--- src/rtl/game_round_ctrl.sv ---
// -----------------------------------------------------------------------------
// game_round_ctrl
//
// Round sequencer for a two-player game. It waits for a start press, holds the
// point generator in reset for a short clear pulse, runs a timed round while
// watching both scores, then latches the winner and shows the final score
// until the next start press.
//
// Parameters
//   TICKS_PER_SEC : clk cycles per game second
//   ROUND_SEC     : round length in seconds (1..255)
//   WIN_POINTS    : score that ends the round early (1..31)
//   CLEAR_CYCLES  : gen_rst pulse length in cycles (>=1)
//
// Ports
//   clk          in   system clock, single domain
//   rst          in   synchronous active-high reset
//   start        in   start button level (debounced, synchronous)
//   points_1/2   in   5-bit scores from the point generator
//   gen_rst      out  reset to the point generator and score counters
//   game_active  out  high only while a round is being played
//   time_left    out  seconds remaining in the round
//   winner       out  00 none, 01 player 1, 10 player 2, 11 draw
//   state        out  00 IDLE, 01 CLEAR, 10 PLAY, 11 OVER (also a debug view)
//
// There is no valid/ready handshake on this block: start is a level and only
// its rising edge (start high now, low the cycle before) is acted upon, and
// only in IDLE or OVER. Every output comes straight from a flop.
// -----------------------------------------------------------------------------
module game_round_ctrl #(
  parameter int TICKS_PER_SEC = 65_000_000,
  parameter int ROUND_SEC     = 60,
  parameter int WIN_POINTS    = 20,
  parameter int CLEAR_CYCLES  = 4
) (
  input  logic       clk,
  input  logic       rst,
  input  logic       start,
  input  logic [4:0] points_1,
  input  logic [4:0] points_2,
  output logic       gen_rst,
  output logic       game_active,
  output logic [7:0] time_left,
  output logic [1:0] winner,
  output logic [1:0] state
);

  // Counter widths follow the parameter; a width of at least one bit keeps
  // the degenerate TICKS_PER_SEC=1 / CLEAR_CYCLES=1 cases legal.
  localparam int PRESC_W = (TICKS_PER_SEC > 1) ? $clog2(TICKS_PER_SEC) : 1;
  localparam int CLR_W   = (CLEAR_CYCLES  > 1) ? $clog2(CLEAR_CYCLES)  : 1;

  localparam logic [PRESC_W-1:0] PRESC_MAX  = PRESC_W'(TICKS_PER_SEC - 1);
  // The clear counter counts down to zero, so it is loaded with N-1 to give
  // exactly CLEAR_CYCLES cycles in CLEAR.
  localparam logic [CLR_W-1:0]   CLR_LOAD   = CLR_W'(CLEAR_CYCLES - 1);
  localparam logic [7:0]         ROUND_LOAD = 8'(ROUND_SEC);
  localparam logic [4:0]         WIN_THR    = 5'(WIN_POINTS);

  typedef enum logic [1:0] {
    S_IDLE  = 2'b00,
    S_CLEAR = 2'b01,
    S_PLAY  = 2'b10,
    S_OVER  = 2'b11
  } state_t;

  state_t             r_state;
  logic               r_start_q;
  logic               r_gen_rst;
  logic               r_game_active;
  logic [7:0]         r_time_left;
  logic [1:0]         r_winner;
  logic [PRESC_W-1:0] r_presc;
  logic [CLR_W-1:0]   r_clr_cnt;

  logic               w_start_edge;
  logic               w_tick;
  logic               w_score_end;
  logic               w_time_end;
  logic [1:0]         w_winner_next;

  assign w_start_edge = start & ~r_start_q;
  assign w_tick       = (r_presc == PRESC_MAX);
  assign w_score_end  = (points_1 >= WIN_THR) || (points_2 >= WIN_THR);
  // The round ends on the tick that takes time_left from 1 to 0.
  assign w_time_end   = w_tick && (r_time_left == 8'd1);

  // Winner is decided purely on the score comparison, whichever way the
  // round ended (score, time, or both on the same cycle).
  always_comb begin
    w_winner_next = 2'b11;
    if (points_1 > points_2) begin
      w_winner_next = 2'b01;
    end else if (points_2 > points_1) begin
      w_winner_next = 2'b10;
    end
  end

  always_ff @(posedge clk) begin
    if (rst) begin
      r_state       <= S_IDLE;
      // Tracking the live start level during reset means a button held
      // through reset release is seen as already high, so it cannot create
      // an edge; with start low this is the required start_q = 0.
      r_start_q     <= start;
      r_gen_rst     <= 1'b1;
      r_game_active <= 1'b0;
      r_time_left   <= ROUND_LOAD;
      r_winner      <= 2'b00;
      r_presc       <= '0;
      r_clr_cnt     <= '0;
    end else begin
      r_start_q <= start;

      case (r_state)
        S_IDLE: begin
          r_gen_rst     <= 1'b1;
          r_game_active <= 1'b0;
          r_time_left   <= ROUND_LOAD;
          r_winner      <= 2'b00;
          r_presc       <= '0;
          if (w_start_edge) begin
            r_state   <= S_CLEAR;
            r_clr_cnt <= CLR_LOAD;
          end
        end

        S_CLEAR: begin
          if (r_clr_cnt == '0) begin
            r_state       <= S_PLAY;
            r_gen_rst     <= 1'b0;
            r_game_active <= 1'b1;
            r_presc       <= '0;
          end else begin
            r_clr_cnt <= r_clr_cnt - 1'b1;
          end
        end

        S_PLAY: begin
          r_presc <= w_tick ? '0 : r_presc + 1'b1;
          if (w_tick && (r_time_left != 8'd0)) begin
            r_time_left <= r_time_left - 8'd1;
          end
          if (w_score_end || w_time_end) begin
            r_state       <= S_OVER;
            r_game_active <= 1'b0;
            r_winner      <= w_winner_next;
          end
        end

        S_OVER: begin
          // Generator stays out of reset so the final scores remain visible.
          r_gen_rst     <= 1'b0;
          r_game_active <= 1'b0;
          if (w_start_edge) begin
            r_state     <= S_CLEAR;
            r_clr_cnt   <= CLR_LOAD;
            r_winner    <= 2'b00;
            r_time_left <= ROUND_LOAD;
            r_gen_rst   <= 1'b1;
          end
        end

        default: begin
          r_state <= S_IDLE;
        end
      endcase
    end
  end

  assign gen_rst     = r_gen_rst;
  assign game_active = r_game_active;
  assign time_left   = r_time_left;
  assign winner      = r_winner;
  assign state       = r_state;

endmodule

--- config.mk ---
export PLATFORM = sky130hd
export DESIGN_NAME = game_round_ctrl
export DESIGN_NICKNAME = d
export VERILOG_FILES = /design/src/rtl/game_round_ctrl.sv
export SDC_FILE = /design/constraint.sdc
export NUM_CORES = 1
export LEC_CHECK = 0
export ABC_AREA = 1
export BUFFER_PORTS_ARGS = -buffer_cell sky130_fd_sc_hd__buf_2
export CORE_ASPECT_RATIO = 0.5
export CORE_MARGIN = 2
export CORE_UTILIZATION = 42
export DETAILED_ROUTE_END_ITERATION = 10
export GPL_ROUTABILITY_DRIVEN = 0
export GPL_TIMING_DRIVEN = 1
export PLACE_DENSITY_LB_ADDON = 0.08
export SETUP_SLACK_MARGIN = 0.3
export SLEW_MARGIN = 10
export SYNTH_ARGS = -nofsm -noshare
export SYNTH_HDL_FRONTEND = slang
export SYNTH_SLANG_ARGS = --single-unit
export TNS_END_PERCENT = 5
--- constraint.sdc ---
create_clock -name clk -period 1.75 [get_ports clk]
set_clock_uncertainty 0.15 [all_clocks]
set_input_delay 0.175 -clock clk [delete_from_list [all_inputs] [get_ports clk]]
set_output_delay 0.175 -clock clk [all_outputs]
set_load 0.01 [all_outputs]
Word-level counts from Yosys, hierarchy flattened
Cells that the tools add are included.
Operators by class
  bitwise operators: 2
  multiplexer cells: 24
  reductions and logical operators: 19
  order comparisons: 4
  eq/ne operators: 11
  add/subtract/negate cells: 3
Operators by type and width (count)
  one-hot mux 26 bit (3 select lines): 1
  2-to-1 mux 26 bit: 2
  adder 26 x 1 -> 26 bit (second input constant): 1
  == test 26 bit (second input constant): 1
  one-hot mux 8 bit (3 select lines): 1
  2-to-1 mux 2 bit: 8
  2-to-1 mux 8 bit: 2
  one-hot mux 2 bit (3 select lines): 2
  AND reduction 3 bit: 4
  >= comparator 5 bit (second input constant): 2
  > comparator 5 bit: 2
  != test 2 bit (second input constant): 5
  nonzero test 3 bit: 3
  == test 8 x 1 -> 1 bit (second input constant): 1
  nonzero test 8 bit: 1
  subtractor 8 x 1 -> 8 bit (second input constant): 1
  one-hot mux 1 bit (3 select lines): 2
  AND reduction 2 bit: 3
  2-to-1 mux 1 bit: 5
  == test 2 bit (second input constant): 2
  zero test 2 bit: 2
  one-hot mux 2 bit (2 select lines): 1
  == test 2 x 1 -> 1 bit (second input constant): 1
  logical AND 1 bit: 2
  other kinds (7): 8
Word-level totals
  input bits: 13
  output and inout bits: 14
  word-level logic and storage cells: 71
  flip-flop bits (word level): 43

Logic depth before layout (Yosys ltp)
  depth in word-level cells: 5
  depth in mapped cells: 12

Worst setup path before layout
OpenSTA, ideal clock, no wires.
  path kind: register to register
  start: register r_state[1] (netlist: state[1])
  end: register r_presc[11]
  data arrival time: 1.686 ns
  buffers on the path: 0
  library setup time: 0.116 ns
  stages on the path, launching flop included: 10
  setup slack: -0.202 ns
  path through: dfxtp_1 inv_1 ha_1 nand2_2 nand2_2 nor3_4 nand2_2 nor2_1 o21ai_0 and3_1
On the way
  longest elaborated chain between the ends: 3
RTL lines
  start, declared: RTL line 67  | state_t r_state;
  start signal, assigned: RTL line 101  | r_state <= S_IDLE;
  start signal, assigned: RTL line 123  | r_state <= S_CLEAR;
  start signal, assigned: RTL line 130  | r_state <= S_PLAY;
  == test 2 x 1 -> 1 bit, or another cell as far along: RTL line 115  | case (r_state)
  != test 2 bit (no source line) or nonzero test 3 bit (tied branches)
  AND reduction 2 bit (no source line)
  end signal, assigned: RTL line 140  | r_presc <= w_tick ? '0 : r_presc + 1'b1;
  end, declared: RTL line 73  | logic [PRESC_W-1:0] r_presc;
Several ways; a longest one is shown, not always the timed one.
A chain may end at the register's enable or synchronous reset.

Worst setup path after layout
  start: register r_state[1] (netlist: state[1])
  end: register r_presc[20]
The elaborated chain is that of the path after synthesis.

==> reports/summary.md <==
* **average cell area after synthesis** 6.76 µm²
* **Slowest-stage cell, CP** sky130_fd_sc_hd__dfxtp_4
* **clock tree from TritonCTS** done
* **number of standard-cell rows in the floorplan** 20
* **synthesized cell area** 2650 µm²
* **final routed DRC violation total** 0
* **final-stage net count** 485
* **cell with the most instances after synthesis** sky130_fd_sc_hd__nand2_1
* **critical hold path startpoint** rst
* **average routed wire per standard cell** 12.3 µm
* **RR Endpoint** r_presc[20]
* **status** finished clean
* **Vias/cell** 4.89
* **category of the worst setup path capture point** register
* **peak per-stage delay on the critical path** 0.39 ns
* **startpoint of the worst register-to-register path** state[1]
* **kind of launch point of the worst setup path** register
* **Worst path most repeated cell** sky130_fd_sc_hd__nor2_4
* **number of flip-flops and latches in the synthesized netlist** 43
* **number of distinct library cells after synthesis** 37
* **placement-stage cell area** 3150 µm²
* **Slew headroom** 77.6%
* **starting density of the core** 43.6%
* **largest net degree at the start of global routing** 14
* **worst endpoint required time** 1.78 ns
* **ratio of final minimum period to clock period** 98.0%
* **Least-Margin Pin Slew** 0.334 ns
* **finished layout cell area** 3570 µm²
* **Max-Cap Viols** 0
* **total clock buffers created by CTS** 5
* **clock latency reported for the late side of the worst-skew pair** 0.29 ns
* **area inside the core boundary** 6080 µm²
* **gate count after technology mapping** 392
* **number of global-route vias before repair** 2583
* **clock slew at the register clock pins of the worst setup and hold paths** 0.06 ns
* **fraction of synthesized cell area taken by the top area cell type** 32.5%
* **fraction of synthesis flops using an asynchronous set or reset pin** 0%
* **H-tree depth** 2
* **final hold slack** 0.109 ns
* **HPWL after DPL** 5070 µm
* **delay-heaviest family, CP** simple AND/OR/NAND/NOR gates
* **number of antenna violations at the first check in global routing** 0
* **Tightest Hold Check Type** in2reg
* **Synth Net Count** 421
* **total via count in the routed design** 2667
* **number of nets with antenna violations after detailed routing** 0
* **R2R cell count** 10
* **setup slack on the worst flop-to-flop path** 0.03 ns
* **relative area change from synthesis to final layout** 34.6%
* **Longest Clk Path Bufs** 2
* **final setup vio count** 0
* **Setup Total Neg Slack** 0 ns
* **hold path endpoint** time_left[7]
* **leakage power** 1.51 nW
* **fraction of layout instances using a drive strength above 1** 30.4%
* **first-pass GRT wire length** 11500 µm
* **height of the die** 60.2 µm
* **Horiz. Die Dim** 116 µm
* **Max rail drop VDD** 0.620 mV
* **final count of hold timing violations** 0
* **post-layout total power** 3.77 mW
* **Warnings, synthesis** 0
* **Post-Route WL** 6720 µm
* **critical path peak fanout** 6
* **Post-synth top flop** sky130_fd_sc_hd__dfxtp_1
* **RSZ-0062 raised after global routing** yes
* **Commonest cells post-synth** sky130_fd_sc_hd__nand2_1 (87), sky130_fd_sc_hd__nor2_1 (54), sky130_fd_sc_hd__inv_1 (52), sky130_fd_sc_hd__dfxtp_1 (43), sky130_fd_sc_hd__a21oi_1 (26)
* **drt initial violations** 83
* **max-slew violation total from the final report** 0
* **Sink Count** 43
* **worst hold path depth** 3
* **post-route minimum period** 1.72 ns
* **Congestion Overflow GR** 0
* **critical path data arrival time** 1.75 ns
* **Die ar.** 7000 µm²
* **count of flip-flops with a built-in enable after synthesis** 0
* **CP cell instances** inv_4 -> ha_4 -> a21oi_4 -> nand2_2 -> nor2_4 -> nand2_4 -> nor2_4 -> nand2_1 -> o21ai_1 -> nor2_1
* **port buffer count** 26
* **Overall Global Routing Usage** 21.2%
* **highest clock frequency the design can meet** 0.583 GHz
* **detailed-routing iteration count for the pre-antenna-repair pass** 5
* **post-synthesis cell type with the largest combined area** sky130_fd_sc_hd__dfxtp_1
* **CTS root buf** sky130_fd_sc_hd__clkbuf_16
* **areal power density over the cells** 1060 nW/µm²
* **Seq/Total Area, Yosys** 32.5%
* **critical path type** reg2reg
* **ANT cells** 0
* **synth top area cells** sky130_fd_sc_hd__dfxtp_1 (32%), sky130_fd_sc_hd__nand2_1 (12%), sky130_fd_sc_hd__nor2_1 (7.6%)
* **Ports** 27
* **WP buf/inv** 1
## layout make-up
type	instances	area, µm²
Fill cell	587	2510
Multi-Input combinational cell	290	1790
Sequential cell	43	876
Timing Repair Buffer	60	415
Inverter	56	233
Clock buffer	6	129
Tap cell	88	110
Clock inverter	2	12.5
## cells by family after synthesis
family	after synthesis	share of synthesized area, %
adders and majority gates	16	7.55
AOI/OAI and AO/OA	56	11.9
buffers and inverters	59	8.88
DFF	43	32.5
and+or+nand+nor	213	37.5
xor gates and xnor gates	5	1.65
## sequential cells by signal (all words and copies together), names as in the netlist
register / count
r_presc: 26
time_left: 8
r_clr_cnt: 2
state: 2
winner: 2
game_active: 1
gen_rst: 1
r_start_q: 1
## placed cells by master (no fill, tap or decap), types with 7 or more instances in the layout
| master | netlist | final |
|---|---|---|
| sky130_fd_sc_hd__buf_2 | 1 | 26 |
| sky130_fd_sc_hd__nand3_1 | 24 | 21 |
| sky130_fd_sc_hd__dfxtp_1 | 43 | 35 |
| sky130_fd_sc_hd__a21oi_1 | 26 | 24 |
| sky130_fd_sc_hd__nand2_1 | 87 | 81 |
| sky130_fd_sc_hd__nor3_1 | 12 | 10 |
| sky130_fd_sc_hd__nor2_1 | 54 | 45 |
| sky130_fd_sc_hd__buf_4 | 0 | 28 |
| sky130_fd_sc_hd__nor2_2 | 3 | 8 |
| sky130_fd_sc_hd__o21ai_1 | 6 | 7 |
| sky130_fd_sc_hd__nand2_4 | 3 | 7 |
| sky130_fd_sc_hd__inv_1 | 52 | 46 |
| sky130_fd_sc_hd__o21ai_0 | 12 | 11 |
| sky130_fd_sc_hd__nand2_2 | 8 | 8 |
| sky130_fd_sc_hd__ha_1 | 16 | 11 |
## power by group
| group | internal, mW | switching [mW] | leakage, nW |
|---|---|---|---|
| clock | 0.527 | 0.399 | 0.0669 |
| sequential | 1.10 | 0.103 | 0.353 |
| combinational | 0.674 | 0.960 | 1.09 |
| total | 2.31 | 1.46 | 1.51 |
## routing by layer
layer	part of all wire (%)	global-route usage (%)	routed length [µm]
met1	50	26.8	3330
met2	46	35.5	3060
met3	3.7	5.38	248
met4	1.3	7.65	85
met5	0	0	0
## repair_timing
item,4_1_cts,5_1_grt
gates resized for setup,45,18
pin swaps,15,12
hold endpoints to repair,1,0
setup endpoints to repair,41,41
hold buffers,1,0
cloned,0,0
setup buffers,0,3
## worst max-delay path by stage
stage	from	end	slack (ns)	cells after the start
after CTS	state[1]	r_presc[20]	0.01	10
after global placement	state[1]	r_presc[7]	-0.002	9
after global routing	state[0]	winner[1]	-0.07	7
after floorplan	state[1]	r_presc[11]	0.05	9
after detailed placement	state[0]	r_clr_cnt[0]	-0.002	7
final	state[1]	r_presc[20]	0.03	10
## through the flow
step | worst slack [ns] | util, % | instances
2_1_floorplan | 0.0455 | - | 392
3_3_place_gp | -0.00244 | 51.8 | 533
3_5_place_dp | -0.00226 | 51.8 | 533
4_1_cts | 0.0113 | 57.3 | 542
5_1_grt | -0.0687 | 58.6 | 545
6_report | 0.0345 | 58.6 | 545
## worst register-to-register path, stage by stage (launching register included)
cell and delay [ns]:
sky130_fd_sc_hd__dfxtp_4 0.39, sky130_fd_sc_hd__inv_4 0.05, sky130_fd_sc_hd__ha_4 0.18, sky130_fd_sc_hd__a21oi_4 0.17, sky130_fd_sc_hd__nand2_2 0.11, sky130_fd_sc_hd__nor2_4 0.14
sky130_fd_sc_hd__nand2_4 0.09, sky130_fd_sc_hd__nor2_4 0.13, sky130_fd_sc_hd__nand2_1 0.07, sky130_fd_sc_hd__o21ai_1 0.11, sky130_fd_sc_hd__nor2_1 0.05
Note: power is estimated with default switching activity, not from simulation.
